--- config.mk ---
export PLATFORM = sky130hd
export DESIGN_NAME = sfu_issue_arbiter
export DESIGN_NICKNAME = d
export VERILOG_FILES = /design/src/rtl/VX_gpu_pkg.sv /design/src/rtl/sfu_issue_arbiter_queue.sv /design/src/rtl/sfu_issue_arbiter.sv
export SDC_FILE = /design/constraint.sdc
export NUM_CORES = 1
export LEC_CHECK = 0
export CAP_MARGIN = 10
export CORE_AREA = 2 2 255 257
export CTS_BUF_LIST = sky130_fd_sc_hd__clkbuf_4 sky130_fd_sc_hd__clkbuf_8
export DETAILED_ROUTE_END_ITERATION = 16
export DIE_AREA = 0 0 257 259
export GPL_TIMING_DRIVEN = 0
export PLACE_DENSITY = 0.74
export SLEW_MARGIN = 10
export SYNTH_ARGS = -nofsm -noshare
export SYNTH_HDL_FRONTEND = slang
export SYNTH_SLANG_ARGS = --single-unit
--- constraint.sdc ---
create_clock -name clk -period 4.2 [get_ports clk]
set_input_delay 1.05 -clock clk [delete_from_list [all_inputs] [get_ports clk]]
set_output_delay 1.05 -clock clk [all_outputs]
set_load 0.005 [all_outputs]
--- src/rtl/VX_gpu_pkg.sv ---
// Shared GPU definitions used by the SFU issue path.
//   - sfu_op_e          : SFU op-type encoding
//   - inst_sfu_is_fence : true for warp-control ops that must fence issue
//   - sfu_isw_width     : issue-slot index width, never below 1
//   - PERF_CTR_BITS     : width of performance counters
package VX_gpu_pkg;

  localparam int unsigned PERF_CTR_BITS = 16;
  localparam int unsigned SFU_OP_W      = 4;

  typedef enum logic [SFU_OP_W-1:0] {
    SFU_OP_TMC    = 4'd0,
    SFU_OP_WSPAWN = 4'd1,
    SFU_OP_SPLIT  = 4'd2,
    SFU_OP_JOIN   = 4'd3,
    SFU_OP_BAR    = 4'd4,
    SFU_OP_PRED   = 4'd5,
    SFU_OP_CSR    = 4'd6
  } sfu_op_e;

  // Barrier and join reconverge/stall warps, so nothing may issue past them.
  function automatic logic inst_sfu_is_fence(input sfu_op_e op_type);
    return (op_type == SFU_OP_JOIN) || (op_type == SFU_OP_BAR);
  endfunction

  function automatic int unsigned sfu_isw_width(input int unsigned n);
    return (n > 1) ? $clog2(n) : 1;
  endfunction

endpackage

--- src/rtl/sfu_issue_arbiter_queue.sv ---
// Two-entry elastic FIFO of {data, isw}; head entry drives the outputs
// straight from flops.
// Ports:
//   clk, rst_n                 : clock, async active-low reset
//   push_i/push_data_i/push_isw_i : enqueue request and entry
//   pop_ready_i                : downstream accept of the head entry
//   full_o                     : two entries held (registered)
//   valid_o/data_o/isw_o       : head entry (registered)
module sfu_issue_arbiter_queue #(
  parameter int unsigned DATAW = 128,
  parameter int unsigned ISW_W = 2
) (
  input  logic             clk,
  input  logic             rst_n,
  input  logic             push_i,
  input  logic [DATAW-1:0] push_data_i,
  input  logic [ISW_W-1:0] push_isw_i,
  input  logic             pop_ready_i,
  output logic             full_o,
  output logic             valid_o,
  output logic [DATAW-1:0] data_o,
  output logic [ISW_W-1:0] isw_o
);

  logic [1:0]       cnt_q, cnt_d;
  logic [DATAW-1:0] d0_q, d0_d, d1_q, d1_d;
  logic [ISW_W-1:0] i0_q, i0_d, i1_q, i1_d;
  logic             pop;

  // Entry 0 is always the head; a pop shifts entry 1 forward.
  always_comb begin
    cnt_d = cnt_q;
    d0_d  = d0_q;
    i0_d  = i0_q;
    d1_d  = d1_q;
    i1_d  = i1_q;
    pop   = (cnt_q != 2'd0) && pop_ready_i;
    unique case ({push_i, pop})
      2'b10: begin
        if (cnt_q == 2'd0) begin
          d0_d = push_data_i;
          i0_d = push_isw_i;
        end else begin
          d1_d = push_data_i;
          i1_d = push_isw_i;
        end
        cnt_d = cnt_q + 2'd1;
      end
      2'b01: begin
        d0_d  = d1_q;
        i0_d  = i1_q;
        cnt_d = cnt_q - 2'd1;
      end
      2'b11: begin
        if (cnt_q == 2'd1) begin
          d0_d = push_data_i;
          i0_d = push_isw_i;
        end else begin
          d0_d = d1_q;
          i0_d = i1_q;
          d1_d = push_data_i;
          i1_d = push_isw_i;
        end
      end
      default: ;
    endcase
  end

  always_ff @(posedge clk or negedge rst_n) begin
    if (!rst_n) begin
      cnt_q <= 2'd0;
      d0_q  <= '0;
      i0_q  <= '0;
      d1_q  <= '0;
      i1_q  <= '0;
    end else begin
      cnt_q <= cnt_d;
      d0_q  <= d0_d;
      i0_q  <= i0_d;
      d1_q  <= d1_d;
      i1_q  <= i1_d;
    end
  end

  assign full_o  = cnt_q[1];
  assign valid_o = (cnt_q != 2'd0);
  assign data_o  = d0_q;
  assign isw_o   = i0_q;

endmodule

--- src/rtl/sfu_issue_arbiter.sv ---
// Round-robin arbiter from ISSUE_WIDTH dispatch slots into the single SFU
// execute stream, with a 2-entry output queue and a warp-control fence.
// Optional build macro: SFU_ISSUE_ARB_PERF_EN adds perf_fence_stalls.
// Ports:
//   clk, reset                     : clock, async active-low reset
//   disp_valid/disp_data/disp_fence: per-slot dispatch request
//   disp_ready                     : per-slot accept (combinational)
//   exe_valid/exe_data/exe_isw     : execute op from queue head (registered)
//   exe_ready                      : execute accept
//   fence_clear                    : pulse when the fenced op commits
//   fence_active                   : high while new grants are blocked
//   perf_fence_stalls              : saturating fenced-with-demand cycles
module sfu_issue_arbiter
  import VX_gpu_pkg::*;
#(
  parameter  int unsigned ISSUE_WIDTH = 4,
  parameter  int unsigned DATAW       = 128,
  localparam int unsigned ISW_W       = sfu_isw_width(ISSUE_WIDTH)
) (
  input  logic                         clk,
  input  logic                         reset,
  input  logic [ISSUE_WIDTH-1:0]       disp_valid,
  input  logic [ISSUE_WIDTH*DATAW-1:0] disp_data,
  input  logic [ISSUE_WIDTH-1:0]       disp_fence,
  output logic [ISSUE_WIDTH-1:0]       disp_ready,
  output logic                         exe_valid,
  output logic [DATAW-1:0]             exe_data,
  output logic [ISW_W-1:0]             exe_isw,
  input  logic                         exe_ready,
  input  logic                         fence_clear,
  output logic                         fence_active
`ifdef SFU_ISSUE_ARB_PERF_EN
  ,
  output logic [PERF_CTR_BITS-1:0]     perf_fence_stalls
`endif
);

  typedef enum logic {ST_OPEN = 1'b0, ST_FENCED = 1'b1} state_e;

  state_e           state_q, state_d;
  logic [ISW_W-1:0] rr_q, rr_d;
  logic [ISW_W-1:0] win;
  logic             grant;
  logic             q_full;
  logic             fence_active_q;
  int unsigned      slot;

  // First valid slot at or above the rr pointer, wrapping; disp_ready held
  // low while reset is asserted so nothing handshakes into a clearing queue.
  always_comb begin
    state_d    = state_q;
    rr_d       = rr_q;
    win        = '0;
    grant      = 1'b0;
    disp_ready = '0;
    slot       = 0;
    if (reset && (state_q == ST_OPEN) && !q_full) begin
      for (int unsigned k = 0; k < ISSUE_WIDTH; k++) begin
        slot = 32'(rr_q) + k;
        if (slot >= ISSUE_WIDTH) slot = slot - ISSUE_WIDTH;
        if (!grant && disp_valid[ISW_W'(slot)]) begin
          grant = 1'b1;
          win   = ISW_W'(slot);
        end
      end
    end
    if (grant) begin
      disp_ready[win] = 1'b1;
      rr_d = (32'(win) == ISSUE_WIDTH - 1) ? '0 : win + ISW_W'(1);
    end
    unique case (state_q)
      ST_OPEN:   if (grant && disp_fence[win]) state_d = ST_FENCED;
      ST_FENCED: if (fence_clear)              state_d = ST_OPEN;
      default:   state_d = ST_OPEN;
    endcase
  end

  always_ff @(posedge clk or negedge reset) begin
    if (!reset) begin
      state_q        <= ST_OPEN;
      rr_q           <= '0;
      fence_active_q <= 1'b0;
    end else begin
      state_q        <= state_d;
      rr_q           <= rr_d;
      fence_active_q <= (state_d == ST_FENCED);
    end
  end

  assign fence_active = fence_active_q;

  sfu_issue_arbiter_queue #(
    .DATAW (DATAW),
    .ISW_W (ISW_W)
  ) u_queue (
    .clk         (clk),
    .rst_n       (reset),
    .push_i      (grant),
    .push_data_i (disp_data[32'(win)*DATAW +: DATAW]),
    .push_isw_i  (win),
    .pop_ready_i (exe_ready),
    .full_o      (q_full),
    .valid_o     (exe_valid),
    .data_o      (exe_data),
    .isw_o       (exe_isw)
  );

`ifdef SFU_ISSUE_ARB_PERF_EN
  logic [PERF_CTR_BITS-1:0] stall_q;

  // Cycles where demand exists but the fence blocks issue; saturating.
  always_ff @(posedge clk or negedge reset) begin
    if (!reset) begin
      stall_q <= '0;
    end else if ((state_q == ST_FENCED) && (|disp_valid) && !(&stall_q)) begin
      stall_q <= stall_q + PERF_CTR_BITS'(1);
    end
  end

  assign perf_fence_stalls = stall_q;
`endif

endmodule

==> impl_metrics.tcl <==
set metrics [dict create \
    core_sq_mm 0.0639 \
    die_area_sq_mm 0.0666 \
    io_pins 660 \
    grt_pass1_wl_mm 180 \
    finalHoldViolCount 0 \
    detail_route.wl_per_cell_um 27.5 \
    ys_async_sr_fraction_pct 100 \
    critPathCaptureType "register" \
    syn_area_per_cell_sq_um 8.40 \
    ys_seq_area_share_pct 27.6 \
    power_density_mw_per_mm2 580 \
    synth_area_leader_cell "dfrtp_1" \
    htree_num_levels 2 \
    max_slew_margin_pct 4.84 \
    tightest_slew_ns 1.43 \
    areaGrowthSynthToFinish_pct 38.6 \
    p_int_uw 10600 \
    gp_congestion 0.970 \
    slew_violations 0 \
    dp.cells 4378 \
    p_leak_uw 0.0128 \
    drt_wl_total_mm 124 \
    p_sw_share_pct 45.3 \
    seqPwrFrac_pct 24.7 \
    final_util_pct 52.2 \
    die_y_um 259 \
    synth.area.top_cells "dfrtp_1 28%, a211oi_1 12%, mux4_2 12%" \
    drtPass1Iterations 9 \
    period_share_pct 98.7 \
    clk_pin_slew_ns 0.06 \
    clock-root-buffer "clkbuf_8" \
    worstPathArrival_ns 4.62 \
    setup_tns_ns 0 \
    finalCriticalPeriod_ns 4.14 \
    dr.first_iter.drc_count 3520 \
    worst_slack_ns 0.0566 \
    place.port_buffers 659 \
    synth_cell_types 43 \
    drc 0 \
    reg2reg_depth 9 \
    via_per_inst 6.29 \
    critPathLaunchType "input port" \
    criticalPathCategory "in2reg" \
    setup_violations 0 \
    final_cell_mix "650 x clkdlybuf4s50_1, 390 x nand2_1, 384 x a211oi_1, 268 x inv_1, 263 x dfrtp_1" \
    fmax_ghz 0.241 \
    hold_path.class "in2async" \
    clk_latency_ns 0.67 \
    synth-edff-count 0 \
    vias 28388 \
    yosysWarnings 0 \
    multiInputGateArea_sq_mm 0.0150 \
    synth_top_flop_cell "dfrtp_1" \
    layout.cells.non_filler 4511 \
    antenna_found_initial 39 \
    grt-ovfl-total 0 \
    p_comb_share_pct 60.1 \
    syn_inst 2862 \
    path_max_fanout 10 \
    cts_tree "yes" \
    finClkSkew_ns 0.0473 \
    syn_area_sq_mm 0.0241 \
    crit_start "disp_valid[2]" \
    nFillCells 5968 \
    synth_nets 3395 \
    drive_gt1_share_pct 12.9 \
    first_global_vias 27558 \
    pwr-share-clk_pct 15.2 \
    synth_seq_cells 265 \
    dpl.hpwl_mm 90.7 \
    clock_sinks 265 \
    synth.top_cell.area_share_pct 27.6 \
    status "completed" \
    layout_commonest_cell "clkdlybuf4s50_1" \
    cts_inserted_buffers 52 \
    fp.dieW_um 257 \
    grt_usage_pct 35.8 \
    layout.nets 4122 \
    antenna_left 0 \
    timing.rr.start "rr_q[0]$_DFFE_PN0P_" \
    post-place-ws_ns -1.65 \
    rsz0062_at_grt "no" \
    ir_drop_uv 313 \
    start_util_pct 37.6 \
    rows 93 \
    grt_max_degree 98 \
    regArea_sq_mm 0.00663 \
    crit_required_ns 4.68 \
    p_switching_uw 8760 \
    clock_path_buffers 3 \
    max_cap_viol_count 0 \
]
-- final cells by class --
type | instances | share of cell area, %
plain buffers | 337 | 4.70
clock inverters | 4 | 0.146
inverters | 270 | 3.05
well taps | 855 | 3.21
clock buffers | 84 | 3.17
diodes | 33 | 0.248
flip-flops and latches | 265 | 19.9
repair buffers | 676 | 20.6
multi-input cells | 1987 | 45.0
-- through the flow --
stage	instance area [sq um]	hold WS [ns]	power [uW]
4_1_cts	33200	0.213	19100
5_1_grt	33300	0.211	20300
3_3_place_gp	31700	0.462	15700
3_5_place_dp	31800	0.489	15900
6_report	33300	0.227	19300
2_1_floorplan	24100	0.451	10900
-- kinds of logic (layout without fill, tap and decap cells) --
group	count (synthesis)	after routing	share of synthesized area (%)
AOI/OAI and AO/OA	919	919	26.0
xor gates and xnor gates	2	2	0.0728
adders and majority gates	9	9	0.468
buffers and inverters	610	1371	10.4
DFF	265	265	27.6
muxes	386	386	23.4
other	0	33	0
and+or+nand+nor	671	671	12.1
-- path summary, 6_finish.rpt --
check | end | slack (ns)
max | u_queue.data_o[54]$_DFFE_PN0P_ | 0.06
min | u_queue.data_o[33]$_DFFE_PN0P_ | 0.23
max reg2reg | u_queue.data_o[54]$_DFFE_PN0P_ | 0.20
min reg2reg | u_queue.i1_q[1]$_DFFE_PN0P_ | 0.50
max in group asynchronous | u_queue.data_o[98]$_DFFE_PN0P_ | 3.16
min in group clk | u_queue.i1_q[1]$_DFFE_PN0P_ | 0.50
-- registers in the layout, indices dropped and copies added, names as in the netlist --
signal	cells
fence_active	1
rr_q	2
u_queue.cnt_q	2
u_queue.d1_q	128
u_queue.data_o	128
u_queue.i1_q	2
u_queue.isw_o	2
-- critical path: stages --
cell           delay, ns
dlygate4sd2_1       0.28
or2_4               0.27
o221ai_4            0.16
buf_4               0.16
clkbuf_1            1.03
clkbuf_1            0.54
a211oi_1            0.16
o311ai_1            0.75
a31oi_1             0.20
-- power by group through the flow --
| stage | sequential (uW) | combinational [uW] | clock (uW) |
|---|---|---|---|
| global placement | 4720 | 11000 | 0 |
| detailed placement | 4750 | 11200 | 0 |
| finish | 4770 | 11600 | 2950 |
| floorplan | 4550 | 6380 | 0 |
| global route | 4880 | 12300 | 3080 |
| CTS | 4730 | 11400 | 2970 |
-- cell usage after synthesis (all sizes together), types with 2 or more instances --
| cell | n |
|---|---|
| a21oi | 133 |
| mux2i | 130 |
| clkbuf | 257 |
| o221ai | 3 |
| o21ai | 134 |
| nand2 | 390 |
| dfrtp | 265 |
| a2111oi | 2 |
| a211oi | 385 |
| ha | 9 |
| o311ai | 129 |
| xnor2 | 2 |
| a31oi | 128 |
| or3b | 2 |
| nor2 | 135 |
| mux2 | 128 |
| buf | 83 |
| nand2b | 3 |
| mux4 | 128 |
| inv | 270 |
| and3 | 132 |
-- repair_timing --
action / in CTS / in global routing
gates cloned: 3 / 1
gates resized for setup: 57 / 28
endpoints found under the setup margin: 212 / 135
hold buffers: 0 / 0
setup buffers: 11 / 0
pin swaps: 4 / 2
-- layer usage --
| metal | track usage (%) | up-vias | share of wire, % | wire [um] |
|---|---|---|---|---|
| met3 | 9.89 | 451 | 11 | 14100 |
| met1 | 46.2 | 13692 | 38 | 47700 |
| met5 | 0 | - | 0.081 | 100 |
| met4 | 22.4 | 16 | 6.3 | 7840 |
| met2 | 53.2 | 2109 | 44 | 54500 |
| li1 | - | 12120 | - | - |
Power figures use the tool's default switching activity.
